`config.mk`:
```
export PLATFORM = sky130hd
export DESIGN_NAME = bcd_updown_counter_flat
export DESIGN_NICKNAME = d
export VERILOG_FILES = /design/src/rtl/bcd_updown_counter_pkg.sv /design/src/rtl/bcd_updown_counter_if.sv /design/src/rtl/bcd_updown_counter_digit.sv /design/src/rtl/bcd_updown_counter.sv /design/src/flat_wrapper.sv
export SDC_FILE = /design/constraint.sdc
export NUM_CORES = 1
export LEC_CHECK = 0
export BUFFER_PORTS_ARGS = -buffer_cell sky130_fd_sc_hd__buf_2
export CAP_MARGIN = 20
export CORE_UTILIZATION = 30
export CTS_CLUSTER_DIAMETER = 120
export CTS_CLUSTER_SIZE = 20
export DETAILED_ROUTE_END_ITERATION = 12
export HOLD_SLACK_MARGIN = 0.03
export PLACE_DENSITY = 0.49
export SLEW_MARGIN = 20
export SYNTH_ARGS = -nofsm -noshare
export SYNTH_HDL_FRONTEND = slang
export SYNTH_SLANG_ARGS = --single-unit
```
`constraint.sdc`:
```
create_clock -name clk -period 2.6 [get_ports clk]
set_input_delay 0.13 -clock clk [delete_from_list [all_inputs] [get_ports clk]]
set_output_delay 0.13 -clock clk [all_outputs]
set_load 0.01 [all_outputs]
```
`src/rtl/bcd_updown_counter_pkg.sv`:
```
// Shared BCD digit type and load clamp helper for the up/down counter.
package bcd_pkg;
   localparam int BCD_W = 4;

   typedef logic [BCD_W-1:0] bcd_digit_t;

   function automatic bcd_digit_t bcd_clamp(input bcd_digit_t val, input bcd_digit_t max);
      return (val > max) ? max : val;
   endfunction
endpackage

```
`src/rtl/bcd_updown_counter_if.sv`:
```
// Control/data bundle between a counter user (master) and the BCD counter (slave).
interface bcd_updown_counter_if #(
   parameter int DIGITS = 6,
   parameter int W      = 4
);
   logic                clr;
   logic                ce;
   logic                up;
   logic                load;
   logic [DIGITS*W-1:0] load_val;
   logic [DIGITS*W-1:0] cnt;
   logic                tc;
   logic                zero;

   modport master (output clr, ce, up, load, load_val, input cnt, tc, zero);
   modport slave  (input clr, ce, up, load, load_val, output cnt, tc, zero);
endinterface

```
`src/rtl/bcd_updown_counter_digit.sv`:
```
// One BCD digit register with its own modulus; priority clr > load > step.
module bcd_digit
   import bcd_pkg::*;
#(
   parameter int DMAX = 9
) (
   input  logic       clk,
   input  logic       rst,
   input  logic       step_i,
   input  logic       up_i,
   input  logic       load_i,
   input  bcd_digit_t load_d_i,
   input  logic       clr_i,
   output bcd_digit_t q_o,
   output logic       at_max_o,
   output logic       at_zero_o
);
   localparam bcd_digit_t DMAX_D = bcd_digit_t'(DMAX);

   bcd_digit_t q_q;
   bcd_digit_t q_d;

   assign at_max_o  = (q_q == DMAX_D);
   assign at_zero_o = (q_q == '0);
   assign q_o       = q_q;

   always_comb begin
      q_d = q_q;
      if (clr_i) begin
         q_d = '0;
      end else if (load_i) begin
         q_d = bcd_clamp(load_d_i, DMAX_D);
      end else if (step_i) begin
         if (up_i) q_d = at_max_o  ? '0     : q_q + 4'd1;
         else      q_d = at_zero_o ? DMAX_D : q_q - 4'd1;
      end
   end

   always_ff @(posedge clk or posedge rst) begin
      if (rst) q_q <= '0;
      else     q_q <= q_d;
   end
endmodule

```
`src/rtl/bcd_updown_counter.sv`:
```
// Multi-digit BCD up/down counter with single-cycle carry/borrow chain and terminal count.
// Define BCD_CNT_SATURATE_EN to hold at the limit instead of wrapping.
module bcd_updown_counter
   import bcd_pkg::*;
#(
   parameter int DIGITS  = 6,
   parameter int W       = 4,
   parameter int MAX     = 9,
   parameter int TOP_MAX = 9
) (
   input  logic               clk,
   input  logic               rst,
   bcd_updown_counter_if.slave bus
);
   logic [DIGITS-1:0]   at_max;
   logic [DIGITS-1:0]   at_zero;
   logic [DIGITS-1:0]   step;
   logic [DIGITS*W-1:0] cnt_w;
   logic                at_limit;
   logic                ce_eff;
   logic                tc_q;
   logic                tc_d;

   assign at_limit = bus.up ? (&at_max) : (&at_zero);

`ifdef BCD_CNT_SATURATE_EN
   assign ce_eff = bus.ce & ~at_limit;
`else
   assign ce_eff = bus.ce;
`endif

   // Digit i steps only when every lower digit is at its carry/borrow point.
   always_comb begin
      logic acc;
      acc = ce_eff;
      for (int i = 0; i < DIGITS; i++) begin
         step[i] = acc;
         acc     = acc & (bus.up ? at_max[i] : at_zero[i]);
      end
   end

   generate
      for (genvar gi = 0; gi < DIGITS; gi++) begin : g_digit
         bcd_digit #(
            .DMAX ((gi == DIGITS-1) ? TOP_MAX : MAX)
         ) u_digit (
            .clk       (clk),
            .rst       (rst),
            .step_i    (step[gi]),
            .up_i      (bus.up),
            .load_i    (bus.load),
            .load_d_i  (bus.load_val[gi*W +: W]),
            .clr_i     (bus.clr),
            .q_o       (cnt_w[gi*W +: W]),
            .at_max_o  (at_max[gi]),
            .at_zero_o (at_zero[gi])
         );
      end
   endgenerate

   assign tc_d = bus.ce & ~bus.clr & ~bus.load & at_limit;

   always_ff @(posedge clk or posedge rst) begin
      if (rst) tc_q <= 1'b0;
      else     tc_q <= tc_d;
   end

   assign bus.cnt  = cnt_w;
   assign bus.tc   = tc_q;
   assign bus.zero = (cnt_w == '0);
endmodule

```
`src/flat_wrapper.sv`:
```
// flat-port wrapper written by rule: the top's interface ports become plain ports
module bcd_updown_counter_flat import bcd_pkg::*;
#(
   parameter int DIGITS  = 6,
   parameter int W       = 4,
   parameter int MAX     = 9,
   parameter int TOP_MAX = 9
)
  (clk, rst, bus_clr, bus_ce, bus_up, bus_load, bus_load_val, bus_cnt, bus_tc, bus_zero);
  bcd_updown_counter_if #(.DIGITS(DIGITS), .W(W)) bus_i ();
  input  logic clk;
  input  logic rst;
  input wire logic [$bits(bus_i.clr)-1:0] bus_clr;
  input wire logic [$bits(bus_i.ce)-1:0] bus_ce;
  input wire logic [$bits(bus_i.up)-1:0] bus_up;
  input wire logic [$bits(bus_i.load)-1:0] bus_load;
  input wire logic [$bits(bus_i.load_val)-1:0] bus_load_val;
  output wire logic [$bits(bus_i.cnt)-1:0] bus_cnt;
  output wire logic [$bits(bus_i.tc)-1:0] bus_tc;
  output wire logic [$bits(bus_i.zero)-1:0] bus_zero;
  assign bus_i.clr = bus_clr;
  assign bus_i.ce = bus_ce;
  assign bus_i.up = bus_up;
  assign bus_i.load = bus_load;
  assign bus_i.load_val = bus_load_val;
  assign bus_cnt = bus_i.cnt;
  assign bus_tc = bus_i.tc;
  assign bus_zero = bus_i.zero;
  bcd_updown_counter #(.DIGITS(DIGITS), .W(W), .MAX(MAX), .TOP_MAX(TOP_MAX)) u_core (.clk(clk), .rst(rst), .bus(bus_i));
endmodule
```
# After elaboration in Yosys (flattened, before gate mapping)
# Cells that the tools add are included.
# word_totals
register_bits,25
inputBits,30
output_inout_bits,26
wordCells,104
# op_classes
addsub,12
n_lt_le_gt_ge,6
n_eq_ne,6
mux,48
n_bitwise,10
reduce_logical,15
# op_table
op,count
4-bit 2-to-1 mux,42
"4-bit by 1-bit adder with 4-bit output, second input constant",6
"4-bit equality test, second input constant",6
"4-bit greater-than comparator, second input constant",6
24-bit zero test,1
4-bit zero test,6
"4-bit by 1-bit subtractor with 4-bit output, second input constant",6
3-bit nonzero test,6
6-bit AND reduction,2
1-bit AND,8
1-bit 2-to-1 mux,6
1-bit NOT,2

# Longest topological paths before layout
# Gate-level depths: netlist of run 1.
# logic_depth
ltp_word,10
ltp_mapped,8
ltp_nobuf,7

# Hierarchy
# From an unflattened synthesis of run 1, not the netlist that was laid out.
# hier_totals
hier_cells,291
area_unflattened_um2,2499.9
# modules_own_cells
module,n_inst,cells_each,area_per_inst_um2,seq_area_each_um2
bcd_digit,6,43,377.9,100.1
bcd_updown_counter,1,33,232.7,25.0

# Least setup slack after synthesis of run 1
# No wires, ideal clock.
# synth_path
kind,register -> register
startpoint,register u_core.g_digit[1].u_digit.q_q[0]
endpoint,register u_core.g_digit[5].u_digit.q_q[0]
setup_ns,0.119
t_arrival_ns,2.202
setup_slack_ns,0.279
path_stages_with_launch,8
period_less_slack_ns,2.321
path_cell_list,dfrtp_1 > inv_1 > ha_1 > or4b_4 > a221oi_4 > nand4b_4 > mux2_4 > o21a_1
# synth_between
elab_chain_len,7
elab_cells_between_ends,8
# synth_lines
element,line,text
"start, declared",bcd_updown_counter_digit.sv:20,bcd_digit_t q_q;
"start signal, assigned",bcd_updown_counter_digit.sv:41,else q_q <= q_d;
4-bit equality test / 4-bit zero test (equally long branches),"bcd_updown_counter_digit.sv:23, bcd_updown_counter_digit.sv:24",
1-bit 2-to-1 mux *,bcd_updown_counter.sv:38,acc = acc & (bus.up ? at_max[i] : at_zero[i]);
1-bit AND * (4 in series),bcd_updown_counter.sv:38,
3-bit nonzero test (no source line) *,n/a,
"end signal, assigned",bcd_updown_counter_digit.sv:41,
"end, declared",bcd_updown_counter_digit.sv:20,
# Every way passes the cells marked *; elsewhere a longest branch is shown, timed or not.
# A chain may end at the register's enable or synchronous reset.

# Final worst setup path of run 1
# layout_path
startpoint,register u_core.g_digit[1].u_digit.q_q[1]
endpoint,register u_core.g_digit[2].u_digit.q_q[2]
# layout_between
elab_chain_len,4
elab_cells_between_ends,5
# layout_lines
element,line
4-bit equality test / 4-bit zero test (equally long branches),"bcd_updown_counter_digit.sv:23, bcd_updown_counter_digit.sv:24"
1-bit 2-to-1 mux *,bcd_updown_counter.sv:38
1-bit AND *,bcd_updown_counter.sv:38
3-bit nonzero test (no source line) *,n/a
"end signal, assigned",bcd_updown_counter_digit.sv:41
"end, declared",bcd_updown_counter_digit.sv:20
# Marked as above.

==> run metrics, run 1 <==
htree depth=1; min Tclk post-route=2425 ps; placed insts=between 400 and 500; max-slew violation count=0; CP Data Required Time=2770 ps; R2R cell count=7; critical path's largest stage delay=500 ps; R2R setup slack=170 ps; row count=34; wire length per cell=16.40 µm; actual slew at the worst max-slew pin=670.3 ps; antenna fix cells=0; Initial DRC Count=95; compound-cell area share of the yosys netlist=0.2955; Die Y=around 97 µm; RSZ-0062 raised after global routing=no; outcome=finished clean; worst min-delay path class=in -> reg; pin count of the biggest net entering global routing=34; element type at the critical path end=register; syn nets=just under 400; Static Leak=1.540 nW; core region area=0.008721 mm²; Highest Clock Rate=0.4123 GHz; layout cells sized above 1=0.2380; clock sinks=25; relative slew slack=0.5515; reg2reg end=u_core.g_digit[2].u_digit.q_o[2]; Worst VDD drop=~0.00019 V; pwr dens=371.0 mW/mm²; Ports=56; Setup violations, final=0; Synth Area in Simple Gates=0.2558; GRT Util Overall=0.1755; Mapped Avg Cell Area=a little over 8 µm²; DR DRC count=0; CTS tree=done; Critical-path top delay cell=or4b_4; worst-case clock buffer depth=2; via count=2738; antenna viol nets, final=0; first-pass GRT wire length=13450 µm; clk root buf=clkbuf_8; Final Net Count=448; Cell Area, Synth=around 0.0027 mm²; Core Util, Final=0.3725; CP Launch Type=register; largest family of logic cells by synthesized area=compound AO/OA/AOI/OAI gates; Die ar.=0.009418 mm²; number of global-route vias before repair=2580; Synth Area in Adders=0.1016; final hold slack=88.85 ps; drt first pass iters=4; RD Place Congestion=0.8112; Post-synth EDFFs=0; Initial Util=0.3108; final wirelength=8250 µm; Setup TNS=0 ps; initial antenna violation count=0; critical path, cell by cell=inv_1 > ha_1 > or4b_4 > a221oi_4 > buf_4 > mux2_2 > o21a_1; total CTS buffers=3; final hold violations=0; DP Wirelength=between 6000 and 7000 µm; area post-placement=0.003193 mm²; Die W=97.05 µm; post-synthesis mux area share=0.03232; crit path DAT=about 2600 ps; Critical Path Start=u_core.g_digit[1].u_digit.q_o[1]; #FFs+latches synth=25; commonest non-fill, non-tap cell in the layout=buf_2; worst r2r src=u_core.g_digit[1].u_digit.q_o[1]; Post-Place Worst Slack=194.8 ps; gr ovfl total=0; Port Buffers=55; area grow syn2layout=19.85%; most frequent cells in the layout=55 x buf_2, 30 x o21ai_0, 27 x inv_1, 26 x nand2_1, 25 x dfrtp_1; Final Worst Setup Slack=174.7 ps; synth warn=0; worst skew pair latency=280 ps; Clock transition at path regs=110 ps; Synth Flop Type=dfrtp_1; Critical Path End=u_core.g_digit[2].u_digit.q_o[2]; Non-Filler Instances=503; Post-Synth XOR/XNOR Area=0.009695; asr flop ratio synth=1.000; period utilisation layout=0.9328; Crit Path Class=reg -> reg; Max Cap Viol=0; Design Power=1.205 mW; Layout Skew=7.330 ps; Yosys cell types=66; Max FO, Critical Path=6; Seq/Total Area, Yosys=0.2308; design area=0.003248 mm²; post-synthesis cell count=approximately 330; via density per instance=5.443
==> cell type report <==
cell class | instances | area [µm²]
Tap cell | 108 | 135.1
Fill cell | 924 | 5473
Sequential cell | 25 | 625.6
Inverter | 27 | 101.3
Clock buffer | 4 | 45.04
Multi-Input combinational cell | 260 | 1883
Timing Repair Buffer | 79 | 457.9
==> sequential cells by signal, summed over array words and instances, names as in the netlist <==
| register | count |
|---|---|
| u_core.bus.tc | 1 |
| u_core.g_digit.u_digit.q_o | 24 |
==> critical path, delay by kind of cell (launching register included) <==
family                   cells  cell delay [ps]
adder cells (fa/ha/maj)      1              220
buffers and inverters        2              320
AO/OA/AOI/OAI                2              570
multiplexers                 1              330
AND/OR/NAND/NOR              1              500
flip-flops                   1              390
==> Yosys cell counts, types with 2 or more instances <==
cell type | instances | area share
o21a_1 | 3 | 0.0083
nand3b_1 | 5 | 0.014
xnor2_1 | 2 | 0.0065
nand4_1 | 2 | 0.0046
mux2i_1 | 5 | 0.018
mux2_2 | 2 | 0.0083
buf_1 | 2 | 0.0028
a41o_1 | 2 | 0.0074
nor2_1 | 11 | 0.015
nand3_1 | 9 | 0.017
nand2b_1 | 11 | 0.025
and2_1 | 3 | 0.0069
o221ai_1 | 3 | 0.0097
a21oi_1 | 20 | 0.037
o21ai_0 | 30 | 0.055
a32oi_1 | 2 | 0.0065
a22o_1 | 4 | 0.013
o31ai_4 | 2 | 0.016
o22ai_1 | 2 | 0.0046
o21bai_1 | 6 | 0.017
buf_2 | 4 | 0.0074
nor3b_1 | 6 | 0.017
or3_1 | 3 | 0.0069
a211oi_1 | 5 | 0.014
buf_6 | 2 | 0.0083
dfrtp_1 | 25 | 0.23
nand2_1 | 26 | 0.036
nor2b_1 | 10 | 0.023
nand4b_1 | 3 | 0.0097
clkbuf_1 | 12 | 0.017
inv_1 | 27 | 0.037
and3_1 | 4 | 0.0092
a21o_1 | 3 | 0.0083
and4b_1 | 2 | 0.0074
a31oi_1 | 7 | 0.016
o32ai_1 | 2 | 0.0065
a311oi_1 | 5 | 0.016
nor4b_1 | 2 | 0.0065
and3b_1 | 2 | 0.0065
o211ai_1 | 2 | 0.0055
nor3_1 | 7 | 0.013
ha_1 | 22 | 0.10
o31ai_1 | 3 | 0.0083
==> routing by layer <==
metal	share of wire	GRT usage	vias up
met3	0.041	0.01806	4
met2	0.46	0.2871	66
met1	0.49	0.2501	1314
met4	0.0070	0.03444	0
li1	-	-	1354
met5	0	0	-
==> power by group <==
part | leakage, nW | switching, mW | internal [mW]
Sequential | 0.330 | 0.0420 | 0.416
Clock | 0.0228 | 0.144 | 0.110
Combinational | 1.19 | 0.279 | 0.214
==> worst min-delay path by stage <==
stage | startpoint | endpoint | cells after the start
after global placement | rst | u_core.g_digit[3].u_digit.q_o[2] | 3
after global routing | bus_load_val[18] | u_core.g_digit[4].u_digit.q_o[2] | 2
after CTS | bus_load_val[23] | u_core.g_digit[5].u_digit.q_o[3] | 3
final | bus_load_val[23] | u_core.g_digit[5].u_digit.q_o[3] | 3
after detailed placement | rst | u_core.g_digit[5].u_digit.q_o[3] | 3
after floorplan | rst | u_core.bus.tc | 1
==> repair_timing <==
action                    4_1_cts  5_1_grt
hold buffers                    1        0
setup buffers                   0        0
hold endpoints to repair       25        0
resized for setup               0        0
==> logic make-up after synthesis <==
group           count (synthesis)
fa+ha+maj                      22
buf+inv                        48
compound gates                112
flops                          25
simple gates                  115
mux                             8
xor+xnor                        3
Note: power is estimated with default switching activity, not from simulation.
==> inputs of run 2 (changes only) <==
REMOVE_ABC_BUFFERS = 1   (was not set)
==> run metrics, run 2 (synthesis results as in run 1) <==
outcome=finished clean (unchanged); first-pass GRT wire length=13480 µm (was 13450 µm); min Tclk post-route=2396 ps (was 2425 ps); Initial Util=0.3108 (unchanged); max-slew violation count=0 (unchanged); register area=625.6 µm² (unchanged); CP Data Required Time=2770 ps (about the same); total CTS buffers=3 (unchanged); Crit Path Class=reg -> reg (unchanged); Port Buffers=55 (unchanged); DR DRC count=0 (unchanged); via count=2729 (was 2738); placed insts=495 (was 498); GRT Util Overall=0.1748 (was 0.1755); Max FO, Critical Path=5 (was 6); element type at the critical path end=register (unchanged); row count=34 (unchanged); antenna fix cells=0 (unchanged); RD Place Congestion=0.7906 (was 0.8112); Non-Filler Instances=502 (was 503); Final Net Count=447 (was 448); Highest Clock Rate=0.4173 GHz (was 0.4123 GHz); Critical-path top delay cell=or4b_4 (unchanged); clk root buf=clkbuf_8 (unchanged); number of global-route vias before repair=2605 (was 2580); Ports=56 (unchanged); R2R cell count=8 (was 7); pwr dens=366.2 mW/mm² (was 371.0 mW/mm²); worst skew pair latency=270 ps (was 280 ps); initial antenna violation count=0 (unchanged); crit path DAT=2560 ps (was 2600 ps); Worst VDD drop=0.0001816 V (was 0.0001923 V); Max Cap Viol=0 (unchanged); worst min-delay path class=in -> reg (unchanged); # fillers=925 (was 924); Static Leak=1.536 nW (was 1.540 nW); Setup TNS=0 ps (unchanged); Worst Hold Depth=3 (unchanged); CP Launch Type=register (unchanged); Core Util, Final=0.3716 (was 0.3725); Clock transition at path regs=90 ps (was 110 ps); gr ovfl total=0 (unchanged); R2R setup slack=200 ps (was 170 ps); Setup violations, final=0 (unchanged); actual slew at the worst max-slew pin=448.9 ps (was 670.3 ps); Initial DRC Count=148 (was 95); wire length per cell=15.92 µm (was 16.40 µm); Die ar.=0.009418 mm² (unchanged); Design Power=1.187 mW (was 1.205 mW); final hold violations=0 (unchanged); CTS tree=done (unchanged); DP Wirelength=5979 µm (was 6218 µm); period utilisation layout=0.9216 (was 0.9328); relative slew slack=0.7001 (was 0.5515); RSZ-0062 raised after global routing=no (unchanged); area post-placement=0.003171 mm² (was 0.003193 mm²); Die W=97.05 µm (unchanged); min-delay src=bus_load_val[9] (was bus_load_val[23]); area grow syn2layout=19.58% (was 19.85%); critical path, cell by cell=inv_1 > ha_1 > or4b_4 > a221oi_4 > buf_4 > nand4b_4 > mux2_4 > o21a_1 (was inv_1 > ha_1 > or4b_4 > a221oi_4 > buf_4 > mux2_2 > o21a_1); worst-case clock buffer depth=2 (unchanged); area of the multi-input gates=0.001883 mm² (unchanged); worst hold path endpoint=u_core.g_digit[2].u_digit.q_o[1] (was u_core.g_digit[5].u_digit.q_o[3]); clock sinks=25 (unchanged); max reg flops=24 (unchanged); worst r2r src=u_core.g_digit[1].u_digit.q_o[1] (unchanged); critical path's largest stage delay=510 ps (was 500 ps); design area=0.003241 mm² (was 0.003248 mm²); reg2reg end=u_core.g_digit[5].u_digit.q_o[0] (was u_core.g_digit[2].u_digit.q_o[2]); htree depth=1 (unchanged); most frequent cells in the layout=55 x buf_2, 30 x o21ai_0, 27 x inv_1, 26 x nand2_1, 25 x dfrtp_1 (unchanged); commonest non-fill, non-tap cell in the layout=buf_2 (unchanged); layout cells sized above 1=0.2360 (was 0.2380); pin count of the biggest net entering global routing=34 (unchanged); core region area=0.008721 mm² (unchanged); antenna viol nets, final=0 (unchanged); Die Y=97.05 µm (unchanged); final wirelength=7991 µm (was 8250 µm); via density per instance=5.436 (was 5.443); drt first pass iters=4 (unchanged); Layout Skew=4.651 ps (was 7.330 ps)
[run 2: cell count changes in the layout (fill, tap and decap cells not counted), sizes merged]
cell	previous run	this run
buf	78	77
[run 2: final cells by class]
type | instances | area share
clock buffers | 4 | 0.01390
inverters | 27 | 0.03127
multi-input cells | 260 | 0.5811
flip-flops and latches | 25 | 0.1931
well taps | 108 | 0.04170
repair buffers | 78 | 0.1390
[run 2: repair_timing]
action | CTS | global route
setup endpoints to repair | 0 | 1
buffers inserted | 0 | 2
resized for setup | 0 | 0
hold buffers | 1 | 0
endpoints found under the hold margin | 25 | 0
[run 2: worst max-delay path by stage]
stage                     slack, ps                              from  cells past startpoint                               end
after floorplan                  90  u_core.g_digit[1].u_digit.q_o[0]                      7  u_core.g_digit[5].u_digit.q_o[0]
after detailed placement        210  u_core.g_digit[1].u_digit.q_o[1]                      7  u_core.g_digit[2].u_digit.q_o[2]
after global routing             20  u_core.g_digit[5].u_digit.q_o[1]                      7                          bus_zero
after CTS                       190  u_core.g_digit[1].u_digit.q_o[1]                      7  u_core.g_digit[2].u_digit.q_o[2]
after global placement          270  u_core.g_digit[1].u_digit.q_o[1]                      7  u_core.g_digit[2].u_digit.q_o[2]
final                           200  u_core.g_digit[1].u_digit.q_o[1]                      8  u_core.g_digit[5].u_digit.q_o[0]
[run 2: report_power, final]
group / switching, mW / total (mW) / internal (mW)
sequential: 0.0473 / 0.463 / 0.416
clock: 0.132 / 0.242 / 0.110
combinational: 0.271 / 0.482 / 0.211
total: 0.450 / 1.19 / 0.737
[run 2: critical path, delay by kind of cell, from the launching register on]
| kind | cells | cell delay [ps] |
|---|---|---|
| flops | 1 | 390 |
| buf+inv | 2 | 280 |
| mux | 1 | 320 |
| simple gates | 2 | 630 |
| fa+ha+maj | 1 | 210 |
| compound gates | 2 | 470 |
[run 2: layer usage]
layer	global-route usage	up-vias	share of wire
met5	0	-	0
met4	0.03444	0	0.0073
met3	0.02023	4	0.046
met2	0.2898	75	0.46
met1	0.2446	1303	0.49
li1	-	1347	-
[run 2: through the flow]
stage / hold slack (ps) / worst slack, ps
floorplan: 157.3 / 94.59
global placement: 234.5 / 273.0
detailed placement: 222.7 / 209.0
CTS: 94.90 / 186.6
global route: 112.0 / 21.12
finish: 103.8 / 203.9
